$ cat config.mk
export PLATFORM = sky130hd
export DESIGN_NAME = ext_mem_sched
export DESIGN_NICKNAME = d
export VERILOG_FILES = /design/src/rtl/ext_mem_sched.sv
export SDC_FILE = /design/constraint.sdc
export NUM_CORES = 1
export LEC_CHECK = 0
export CAP_MARGIN = 20
export CORE_AREA = 2 2 153 155
export CTS_CLUSTER_DIAMETER = 40
export CTS_CLUSTER_SIZE = 30
export DETAILED_ROUTE_END_ITERATION = 10
export DIE_AREA = 0 0 155 157
export HOLD_SLACK_MARGIN = 0.02
export SYNTH_ARGS = -nofsm -noshare
export SYNTH_HDL_FRONTEND = slang
export SYNTH_SLANG_ARGS = --single-unit
$ cat constraint.sdc
create_clock -name clk -period 3.55 [get_ports clk]
set_clock_uncertainty 0.15 [all_clocks]
set_input_delay 0.355 -clock clk [delete_from_list [all_inputs] [get_ports clk]]
set_output_delay 0.355 -clock clk [all_outputs]
set_load 0.01 [all_outputs]
$ cat src/rtl/ext_mem_sched.sv
// Shares one external SRAM/ROM port between instruction fetch and CPU data, decodes a
// peripheral window into per-channel strobes. Define EXT_MEM_SCHED_RR_EN for round-robin arbitration.
`timescale 1ns/1ps
module ext_mem_sched #(
  parameter int            DW          = 16,
  parameter int            AW          = 16,
  parameter int            WAIT_STATES = 1,
  parameter logic [AW-5:0] PERIPH_BASE = 12'hFDF,
  parameter int            NPERIPH     = 9
) (
  input  logic                  clk,
  input  logic                  reset,
  input  logic                  if_req,
  input  logic [AW-1:0]         if_addr,
  output logic                  if_ack,
  output logic [DW-1:0]         if_data,
  input  logic                  d_req,
  input  logic                  d_we,
  input  logic [AW-1:0]         d_addr,
  input  logic [DW-1:0]         d_wdata,
  output logic                  d_ack,
  output logic [DW-1:0]         d_rdata,
  output logic                  SRAM_CE,
  output logic                  SRAM_OE,
  output logic                  SRAM_WE,
  output logic [AW-1:0]         EXT_MEM_ADDR,
  output logic [DW-1:0]         EXT_MEM_DOUT,
  input  logic [DW-1:0]         EXT_MEM_DIN,
  output logic [NPERIPH-1:0]    periph_re,
  output logic [NPERIPH-1:0]    periph_we,
  output logic [DW-1:0]         periph_wdata,
  input  logic [NPERIPH*DW-1:0] periph_rdata
);
  localparam logic [3:0] LP_WS = 4'(WAIT_STATES);

  typedef enum logic [1:0] {S_IDLE, S_EXT, S_PERIPH, S_ACK} state_t;

  state_t             r_state, w_state_nx;
  logic [3:0]         r_cnt, w_cnt_nx;
  logic [3:0]         r_off, w_off_nx;
  logic               r_fetch, w_fetch_nx;
  logic               r_we, w_we_nx;
  logic               w_pick_d, w_periph_hit;
  logic               w_ce_nx, w_oe_nx, w_wen_nx, w_if_ack_nx, w_d_ack_nx;
  logic [AW-1:0]      w_addr_nx;
  logic [DW-1:0]      w_dout_nx, w_if_data_nx, w_d_rdata_nx, w_pwdata_nx, w_prd;
  logic [NPERIPH-1:0] w_pre_nx, w_pwe_nx;

`ifdef EXT_MEM_SCHED_RR_EN
  logic r_last_d, w_last_d_nx;
  // On conflict the side that did not win last time gets the port.
  assign w_pick_d = d_req & (~if_req | ~r_last_d);
`else
  assign w_pick_d = d_req & ~if_req;
`endif
  // Only data accesses can reach the peripheral window.
  assign w_periph_hit = w_pick_d & (d_addr[AW-1:4] == PERIPH_BASE);

  always_comb begin
    w_prd = '0;
    for (int k = 0; k < NPERIPH; k++)
      if (r_off == 4'(k)) w_prd = periph_rdata[k*DW +: DW];
  end

  always_comb begin
    w_state_nx   = r_state;
    w_cnt_nx     = r_cnt;
    w_off_nx     = r_off;
    w_fetch_nx   = r_fetch;
    w_we_nx      = r_we;
    w_ce_nx      = 1'b1;
    w_oe_nx      = 1'b1;
    w_wen_nx     = 1'b1;
    w_if_ack_nx  = 1'b0;
    w_d_ack_nx   = 1'b0;
    w_addr_nx    = EXT_MEM_ADDR;
    w_dout_nx    = EXT_MEM_DOUT;
    w_if_data_nx = if_data;
    w_d_rdata_nx = d_rdata;
    w_pwdata_nx  = periph_wdata;
    w_pre_nx     = '0;
    w_pwe_nx     = '0;
`ifdef EXT_MEM_SCHED_RR_EN
    w_last_d_nx  = r_last_d;
`endif
    case (r_state)
      S_IDLE: begin
        if (if_req | d_req) begin
          w_fetch_nx = ~w_pick_d;
          w_we_nx    = w_pick_d & d_we;
          w_off_nx   = d_addr[3:0];
`ifdef EXT_MEM_SCHED_RR_EN
          w_last_d_nx = w_pick_d;
`endif
          if (w_periph_hit) begin
            w_state_nx = S_PERIPH;
            for (int k = 0; k < NPERIPH; k++)
              if (d_addr[3:0] == 4'(k)) begin
                w_pre_nx[k] = ~d_we;
                w_pwe_nx[k] = d_we;
              end
            if (d_we) w_pwdata_nx = d_wdata;
          end else begin
            w_state_nx = S_EXT;
            w_cnt_nx   = '0;
            w_ce_nx    = 1'b0;
            w_oe_nx    = w_pick_d & d_we;
            w_wen_nx   = ~(w_pick_d & d_we);
            w_addr_nx  = w_pick_d ? d_addr : if_addr;
            if (w_pick_d & d_we) w_dout_nx = d_wdata;
          end
        end
      end
      S_EXT: begin
        if (r_cnt == LP_WS) begin
          // Last strobe cycle: sample the SRAM and drop the strobes for turnaround.
          w_state_nx  = S_ACK;
          w_if_ack_nx = r_fetch;
          w_d_ack_nx  = ~r_fetch;
          if (r_fetch)    w_if_data_nx = EXT_MEM_DIN;
          else if (!r_we) w_d_rdata_nx = EXT_MEM_DIN;
        end else begin
          w_cnt_nx = r_cnt + 4'd1;
          w_ce_nx  = SRAM_CE;
          w_oe_nx  = SRAM_OE;
          w_wen_nx = SRAM_WE;
        end
      end
      S_PERIPH: begin
        w_state_nx = S_ACK;
        w_d_ack_nx = 1'b1;
        if (!r_we) w_d_rdata_nx = w_prd;
      end
      S_ACK:   w_state_nx = S_IDLE;
      default: w_state_nx = S_IDLE;
    endcase
  end

  always_ff @(posedge clk or posedge reset) begin
    if (reset) r_state <= S_IDLE;
    else       r_state <= w_state_nx;
  end

  always_ff @(posedge clk or posedge reset) begin
    if (reset) begin
      r_cnt        <= '0;
      r_off        <= '0;
      r_fetch      <= 1'b0;
      r_we         <= 1'b0;
      SRAM_CE      <= 1'b1;
      SRAM_OE      <= 1'b1;
      SRAM_WE      <= 1'b1;
      if_ack       <= 1'b0;
      d_ack        <= 1'b0;
      if_data      <= '0;
      d_rdata      <= '0;
      EXT_MEM_ADDR <= '0;
      EXT_MEM_DOUT <= '0;
      periph_re    <= '0;
      periph_we    <= '0;
      periph_wdata <= '0;
`ifdef EXT_MEM_SCHED_RR_EN
      r_last_d     <= 1'b1;
`endif
    end else begin
      r_cnt        <= w_cnt_nx;
      r_off        <= w_off_nx;
      r_fetch      <= w_fetch_nx;
      r_we         <= w_we_nx;
      SRAM_CE      <= w_ce_nx;
      SRAM_OE      <= w_oe_nx;
      SRAM_WE      <= w_wen_nx;
      if_ack       <= w_if_ack_nx;
      d_ack        <= w_d_ack_nx;
      if_data      <= w_if_data_nx;
      d_rdata      <= w_d_rdata_nx;
      EXT_MEM_ADDR <= w_addr_nx;
      EXT_MEM_DOUT <= w_dout_nx;
      periph_re    <= w_pre_nx;
      periph_we    <= w_pwe_nx;
      periph_wdata <= w_pwdata_nx;
`ifdef EXT_MEM_SCHED_RR_EN
      r_last_d     <= w_last_d_nx;
`endif
    end
  end
endmodule

# Word-level counts from Yosys, hierarchy flattened
# Cells that the tools add are included.
[totals]
wordCells = 130
out_inout_bits = 103
inputBits = 213
regBits = 115
[classes]
n_eq_ne = 28
n_addsub = 1
bitwise = 10
n_reduce_logical = 13
mux = 61
[op_table]
columns = ["cell", "n"]
rows = [
  ["$mux 16", 14],
  ["$mux 9", 6],
  ["$eq 4x3->1 const B", 8],
  ["$pmux 16 s2", 1],
  ["$mux 1", 28],
  ["$eq 4x2->1 const B", 4],
  ["$ne 2x2->1 const B", 7],
  ["$eq 12x12->1 const B", 1],
  ["$eq 4x1->1 const B", 3],
  ["$mux 4", 3],
  ["$reduce_and 4->1", 3],
  ["$eq 4x4->1 const B", 2],
  ["$logic_not 4->1", 2],
  ["$pmux 1 s2", 4],
  ["$pmux 2 s4", 1],
  ["$pmux 4 s2", 1],
  ["$mux 2", 3],
  ["$not 1->1", 6],
  ["$reduce_and 3->1", 2],
  ["$reduce_and 5->1", 1],
  ["$add 4x1->4 const B", 1],
  ["$eq 2x2->1 const B", 2],
  ["$reduce_and 2->1", 2],
  ["$reduce_bool 2->1", 2],
  ["other kinds (4)", 6],
]

# Logic depth before layout (Yosys ltp)
# Gate-level depths: netlist of run 1.
[depth]
word_depth = 12
depth_mapped = 9
mapped_depth_nobuf = 7

# Worst setup path before layout of run 1
# No wires, ideal clock.
[synth_timing]
path_kind = "reg2reg"
from = "register r_state[0]"
to = "register periph_wdata[0]"
synth_period_minus_slack_ps = 2103
path_stages_with_launch = 8
t_required_ps = 3275
path_slack_ps = 1447
t_arrival_ps = 1828
cell_sequence = "dfrtp_1 -> inv_1 -> ha_1 -> buf_2 -> nand3_4 -> nor4_4 -> buf_6 -> mux2_2"
[synth_via]
elab_chain_cells = 2
[synth_rtl]
columns = ["element", "line_no", "source"]
rows = [
  ["start, declared", "38", "state_t r_state, w_state_nx;"],
  ["start signal, assigned", "141", "else r_state <= w_state_nx;"],
  ["$logic_not 2->1", "86", "case (r_state)"],
  ["$reduce_and 4->1 (no source line)", "-", ""],
  ["end signal, assigned", "181", "periph_wdata <= w_pwdata_nx;"],
  ["end, declared", "31", "output logic [DW-1:0] periph_wdata,"],
]
# Every way passes these cells.
# A chain may end at the register's enable or synchronous reset.

# Final worst setup path of run 1
[layout_timing]
from = "register r_off[2]"
to = "register d_rdata[8]"
[layout_via]
elab_chain_cells = 12
[layout_rtl]
columns = ["element", "line_no", "source"]
rows = [
  ["start, declared", "40", "logic [3:0] r_off, w_off_nx;"],
  ["start signal, assigned", "167", "r_off <= w_off_nx;"],
  ["$logic_not 4->1", "62", "if (r_off == 4'(k)) w_prd = periph_rdata[k*DW +: DW];"],
  ["$mux 16 (8 in series)", "62", ""],
  ["$mux 16 (*)", "62", ""],
  ["$mux 16 (*)", "132", "if (!r_we) w_d_rdata_nx = w_prd;"],
  ["$pmux 16 s2 (*)", "86", ""],
  ["end signal, assigned", "176", "d_rdata <= w_d_rdata_nx;"],
  ["end, declared", "22", "output logic [DW-1:0] d_rdata,"],
]
# Every way passes the cells marked *; elsewhere a longest branch is shown, timed or not. The select of a mux whose other input is x is not followed.

==> results of run 1 <==
layout make-up:
class,instances,area (um^2)
Fill cell,2186,12100
Clock inverter,15,161
Sequential cell,115,2880
Timing Repair Buffer,337,3330
Tap cell,285,357
Inverter,13,51.3
Clock buffer,17,425
Multi-Input combinational cell,480,3160
synth_stat cells, drive strengths merged, types with 4 or more instances:
master	count	area (um^2)
nand3	6	47.6
o22ai	4	25.0
a22oi	11	82.6
nor2b	7	43.8
a221oi	17	166
nor3	8	50.1
a31oi	11	68.8
dfrtp	112	2800
ha	5	62.6
clkbuf	21	78.8
buf	23	120
nand2	122	460
nor2	57	216
inv	12	45.0
nand3b	5	41.3
nand4	5	31.3
a21oi	22	110
o2111ai	5	43.8
mux2i	20	200
mux2	67	754
nor3b	4	35.0
nand2b	15	93.8
o21ai	52	260
per-layer routing:
metal  global-route usage, %  vias up  share of wire [%]
met5                       0        -                  0
li1                        -     2937                  -
met3                    7.21       20                9.9
met1                    22.3     2935                 39
met2                    35.4      281                 50
met4                    4.72        0                1.3
kinds of logic after synthesis:
kind of cell,share of synthesized area (%)
AO/OA/AOI/OAI,15.0
adder cells (fa/ha/maj),0.997
buffers and inverters,3.95
flip-flops,45.9
multiplexers,15.2
AND/OR/NAND/NOR,19.0
through the flow:
step	hold slack (ns)	cell area [um^2]	cells
floorplan	0.269	6280	652
global placement	0.311	9780	1230
detailed placement	0.318	9780	1230
CTS	0.293	10400	1262
global route	0.330	10400	1262
finish	0.274	10400	1262
power by group:
| part | leakage [nW] | internal (mW) | switching (mW) | total, mW |
|---|---|---|---|---|
| registers | 1.44 | 1.76 | 0.403 | 2.17 |
| clock network | 0.287 | 0.996 | 0.722 | 1.72 |
| logic | 2.64 | 1.81 | 1.77 | 3.58 |
| total | 4.36 | 4.57 | 2.90 | 7.47 |
worst register-to-register path, cell delays in order, from the launching register on:
cell,delay (ns)
dfrtp_1,0.76
and3b_1,0.72
nand2_1,0.20
o2111ai_1,0.23
nand4_1,0.12
o221a_2,0.28
how the worst min path moves through the flow:
stage,to,startpoint,depth (start not counted)
floorplan,periph_re[2],d_addr[3],1
global placement,if_data[7],if_data[7],2
detailed placement,if_data[1],if_data[1],2
CTS,EXT_MEM_DOUT[1],reset,2
global route,if_data[4],reset,2
finish,if_data[4],reset,2
registers in the layout (all words and copies together), names as in the netlist, 2 cells and up:
signal / flops
r_off: 4
EXT_MEM_DOUT: 16
periph_wdata: 16
d_rdata: 16
r_state: 2
periph_re: 9
periph_we: 9
EXT_MEM_ADDR: 16
if_data: 16
r_cnt: 4
==> metrics.txt, run 1 <==
status completed; FF+latch count, synth 115; number of hold buffers added after CTS 0; Leak 4.36 nW; number of vias in the routed layout between 6,000 and 7,000; fmax about 400 MHz; final hold vios 0; HP Class in2async; fin crit share 71.9%; CP startpoint kind flop; antenna viol nets, final 0; pin count of the biggest net entering global routing 56; Reg2Reg Depth 5; synth warn 0; Ant. Diodes 0; crit path time final 2.55 ns; reg-to-reg endpoint d_rdata[8]; fin nets 1,182; Max Transition Viols Final 0; site row count 55; end of the critical path d_rdata[8]; Main synth FF type dfrtp_1; RSZ-0062 raised after global routing false; Util after Layout 46.1%; worst slew pin tran 0.860 ns; Clock Tree Buf Depth 2; IO Port Bufs ~320; initial antenna violation count 0; Req. time, crit path 3.71 ns; Routed WL per cell between 15 and 20 um; # resized after CTS 0; Slowest-stage cell, CP dfrtp_1; Max VDD drop 0.307 mV; Slew headroom 42.5%; CP max stage delay 0.76 ns; R2R setup slack 1.0 ns; pre-CTS setup slack around 0.98 ns; RD Place Congestion approximately 0.83; sequential area share after synthesis a little under half; endpoints failing setup 0; Num Clock Sinks about 120; async set-or-reset flop fraction in the synthesized netlist 100%; Post-Route WL 24.6 mm; Setup TNS Final 0 ns; pwr/cell area 720 mW/mm^2; WP data arrival around 2.7 ns; Worst-Skew Late Latency 0.42 ns; worst path bufs/invs 0; layout cells sized above 1 between 10% and 20%; post-route setup slack between 0.9 and 1 ns; # H-tree levels 4; commonest non-fill, non-tap cells in the layout 315 x clkdlybuf4s50_1, 121 x nand2_1, 111 x dfrtp_1; IO Count roughly 320; most common cell after layout, fill and taps aside clkdlybuf4s50_1; Die W 155 um; grt total ovfl 0; maxcap violations 0; Crit Reg-Reg Startpoint r_off[2]; Worst-path clk slew 0.07 ns; detailed-route DRC error count 0; Root Buffer clkbuf_16; first-pass GRT wire length 36.4 mm; Distinct cells, synth 64; core footprint 0.0225 mm^2; gate count after technology mapping 652; post-CTS setup buffer count 0; critical path fanouts, max 20; CTS tree yes; Synth Cell Area 0.00628 mm^2; drt first pass iters 5; total power ~7.5 mW; vias in the first global route 6,369; crit path cell chain and3b_1, nand2_1, o2111ai_1, nand4_1, o221a_2; critical path class reg2reg; Via density 4.89; Iter 0 DRT Violations 295; crit path from r_off[2]; Die Y 157 um; Inserted Clock Buffers 17; Post-synth EDFFs 0; initial core utilization 27.9%; Top delay family on crit path simple AND/OR/NAND/NOR gates; Worst path depth 5; global-route usage over all layers 19.7%; syn_nets a little under 900; Syn Area/Cell 9.63 um^2; Die Footprint 0.0243 mm^2; area delta synth->final 65.1%; hpwl dp between 15 and 20 mm; crit end category flop
(Power assumes the default switching activity.)
==> run 2, diff against run 1 <==
==> constraint.sdc (replaced) <==
create_clock -name clk -period 2.4 [get_ports clk]
set_clock_uncertainty 0.15 [all_clocks]
set_input_delay 0.24 -clock clk [delete_from_list [all_inputs] [get_ports clk]]
set_output_delay 0.24 -clock clk [all_outputs]
set_load 0.01 [all_outputs]
==> run 2 against run 1 <==
  * Combinational power increased by 55%
  * First-iteration DRC count increased by 5.8%
  * Fmax increased by 13%
  * Final area increased by 2.5%
  * Non-clock buffer count increased by 22
==> metrics.txt, run 2 (synthesized netlist as in run 1, its figures left out) <==
Util after Layout 47.2% (+1.2 points); IO Count 316 (unchanged); Post-Route WL 24.6 mm (+0.35%); critical path class reg2reg; crit end category flop; Max Transition Viols Final 0 (unchanged); Max VDD drop 0.503 mV (+64%); Slew headroom 59.0% (+17 points); pin count of the biggest net entering global routing 37 (-34%); fill cell count 2,176 (-0.46%); worst path bufs/invs 2 (+2); Crit Reg-Reg Startpoint r_cnt[1]; site row count 55 (unchanged); Top delay family on crit path compound AO/OA/AOI/OAI gates; Die W 155 um (unchanged); Via density 4.83 (-1.3%); fin nets 1,204 (+1.9%); crit path time final 2.25 ns (-0.303 ns); CTS tree yes; number of hold buffers added after CTS 0 (unchanged); Clock Tree Buf Depth 2 (unchanged); pwr/cell area 1050 mW/mm^2 (+45%); Leak 4.49 nW (+2.9%); detailed-route DRC error count 0 (unchanged); Reg2Reg Depth 7 (+2); R2R setup slack 0.15 ns (-0.85 ns); reg-to-reg endpoint d_rdata[13]; Routed WL per cell 19.2 um (-1.5%); worst slew pin tran 0.615 ns (-0.245 ns); initial antenna violation count 2 (+2); RSZ-0062 raised after global routing false; HP Class in2async; vias in the first global route 6,311 (-0.91%); sequential power share 28.3% (-0.7 points); multi-input combinational cell area 0.00316 mm^2 (unchanged); Die Footprint 0.0243 mm^2 (unchanged); endpoints failing setup 0 (unchanged); IO Port Bufs 315 (unchanged); Slowest-stage cell, CP or3b_1; layout cells sized above 1 16.8% (+1.9 points); fmax 445 MHz (+13%); number of vias in the routed layout 6,211 (+0.62%); Internal Pwr Total 6.84 mW (+50%); global-route usage over all layers 19.8% (+0.080 points); Setup TNS Final 0 ns (unchanged); most common cell after layout, fill and taps aside clkdlybuf4s50_1; post-CTS setup buffer count 0 (unchanged); Worst-path clk slew 0.06 ns (about the same); area delta synth->final 69.2%; # resized after CTS 0 (unchanged); fin crit share 93.6% (+22 points); RD Place Congestion 0.879 (+6.1%); core footprint 0.0225 mm^2 (unchanged); hpwl dp 19.5 mm (+2.8%); Sw Share 38.5% (-0.31 points); initial core utilization 27.9% (unchanged); maxcap violations 0 (unchanged); Worst-Skew Late Latency 0.42 ns (about the same); drt first pass iters 4 (-1); Die Y 157 um (unchanged); FF/Latch Area 0.00289 mm^2 (about the same); Clk pwr share 21.8% (-1.2 points); CP startpoint kind flop; first-pass GRT wire length 36.4 mm (about the same); commonest non-fill, non-tap cells in the layout 315 x clkdlybuf4s50_1, 121 x nand2_1, 111 x dfrtp_1; final hold vios 0 (unchanged); # H-tree levels 4 (unchanged); CP max stage delay 0.41 ns (-0.35 ns); Inserted Clock Buffers 17 (unchanged); critical path fanouts, max 36 (+80%); Num Clock Sinks 115 (unchanged); antenna viol nets, final 0 (unchanged); crit path cell chain inv_1, ha_1, or3b_1, a221oi_4, buf_12, nand4_1, o221a_2; Gate power share 49.9% (+1.9 points); grt total ovfl 0 (unchanged); NetSw 4.28 mW (+48%); status completed; Root Buffer clkbuf_16; Iter 0 DRT Violations 312 (+5.8%); Req. time, crit path 2.55 ns (-1.16 ns); WP data arrival 2.40 ns (-0.31 ns)
run 2: per-stage QoR:
step	hold slack [ns]	cell area, um^2	power, mW	std cells	setup slack [ns]
after CTS	0.0887	10600	11.2	1284	0.143
after global placement	0.310	10100	8.72	1252	0.0913
after detailed placement	0.316	10100	8.75	1252	0.0193
final	0.0780	10600	11.1	1286	0.152
after floorplan	0.154	6280	6.04	652	0.297
after global routing	0.111	10600	11.9	1286	0.0416
run 2: power groups by stage:
| stage | logic, mW | registers [mW] | clock network, mW |
|---|---|---|---|
| final | 5.55 | 3.14 | 2.42 |
| after global routing | 6.07 | 3.24 | 2.57 |
| after CTS | 5.61 | 3.15 | 2.48 |
| after detailed placement | 5.59 | 3.16 | 0 |
| after global placement | 5.57 | 3.15 | 0 |
| after floorplan | 2.80 | 3.24 | 0 |
run 2: routing by layer:
layer | track usage (%) | routed length, um | vias up | part of all wire, %
li1 | - | - | 2998 | -
met1 | 22.7 | 9990 | 2924 | 41
met2 | 34.8 | 12000 | 270 | 49
met3 | 7.21 | 2290 | 19 | 9.3
met4 | 5.60 | 367 | 0 | 1.5
met5 | 0 | 0 | - | 0
run 2: worst register-to-register path, stage by stage, from the launching register on:
cell and delay [ns]:
dfrtp_1 0.40, inv_1 0.06, ha_1 0.14, or3b_1 0.41, a221oi_4 0.37, buf_12 0.23, nand4_1 0.12, o221a_2 0.25
run 2: how the worst max path moves through the flow:
| stage | from | to | slack, ns | cells past startpoint |
|---|---|---|---|---|
| final | r_cnt[1] | d_rdata[13] | 0.15 | 7 |
| after detailed placement | d_addr[13] | periph_re[2] | 0.02 | 6 |
| after global routing | r_cnt[1] | d_rdata[13] | 0.04 | 7 |
| after CTS | r_cnt[1] | d_rdata[13] | 0.14 | 7 |
| after global placement | d_addr[13] | periph_re[2] | 0.09 | 6 |
| after floorplan | r_state[0] | periph_wdata[0] | 0.30 | 7 |
run 2: layout make-up:
cell class | count | area share, %
flip-flops and latches | 115 | 27.2
clock buffers | 17 | 4.00
well taps | 285 | 3.36
diodes | 2 | 0.0471
inverters | 13 | 0.495
clock inverters | 15 | 1.26
repair buffers | 359 | 34.0
multi-input cells | 480 | 29.7
==> run 3, diff against run 2 <==
--- a/config.mk
+++ b/config.mk
@@ -12,6 +12,7 @@
 export DETAILED_ROUTE_END_ITERATION = 10
 export DIE_AREA = 0 0 155 157
 export HOLD_SLACK_MARGIN = 0.02
+export SKIP_CTS_REPAIR_TIMING = 1
 export SYNTH_ARGS = -nofsm -noshare
 export SYNTH_HDL_FRONTEND = slang
 export SYNTH_SLANG_ARGS = --single-unit
==> constraint.sdc (replaced) <==
create_clock -name clk -period 2.4 [get_ports clk]
set_clock_uncertainty 0.15 [all_clocks]
set_input_delay 0.24 -clock clk [delete_from_list [all_inputs] [get_ports clk]]
set_output_delay 0.24 -clock clk [all_outputs]
set_load 0.005 [all_outputs]
==> results of run 3 <==
The final DEF is identical to that of run 2. Status: completed.
Among the figures that moved: total power 11.1 mW -> 10.9 mW; worst IR drop on VDD 0.503 mV -> 0.502 mV
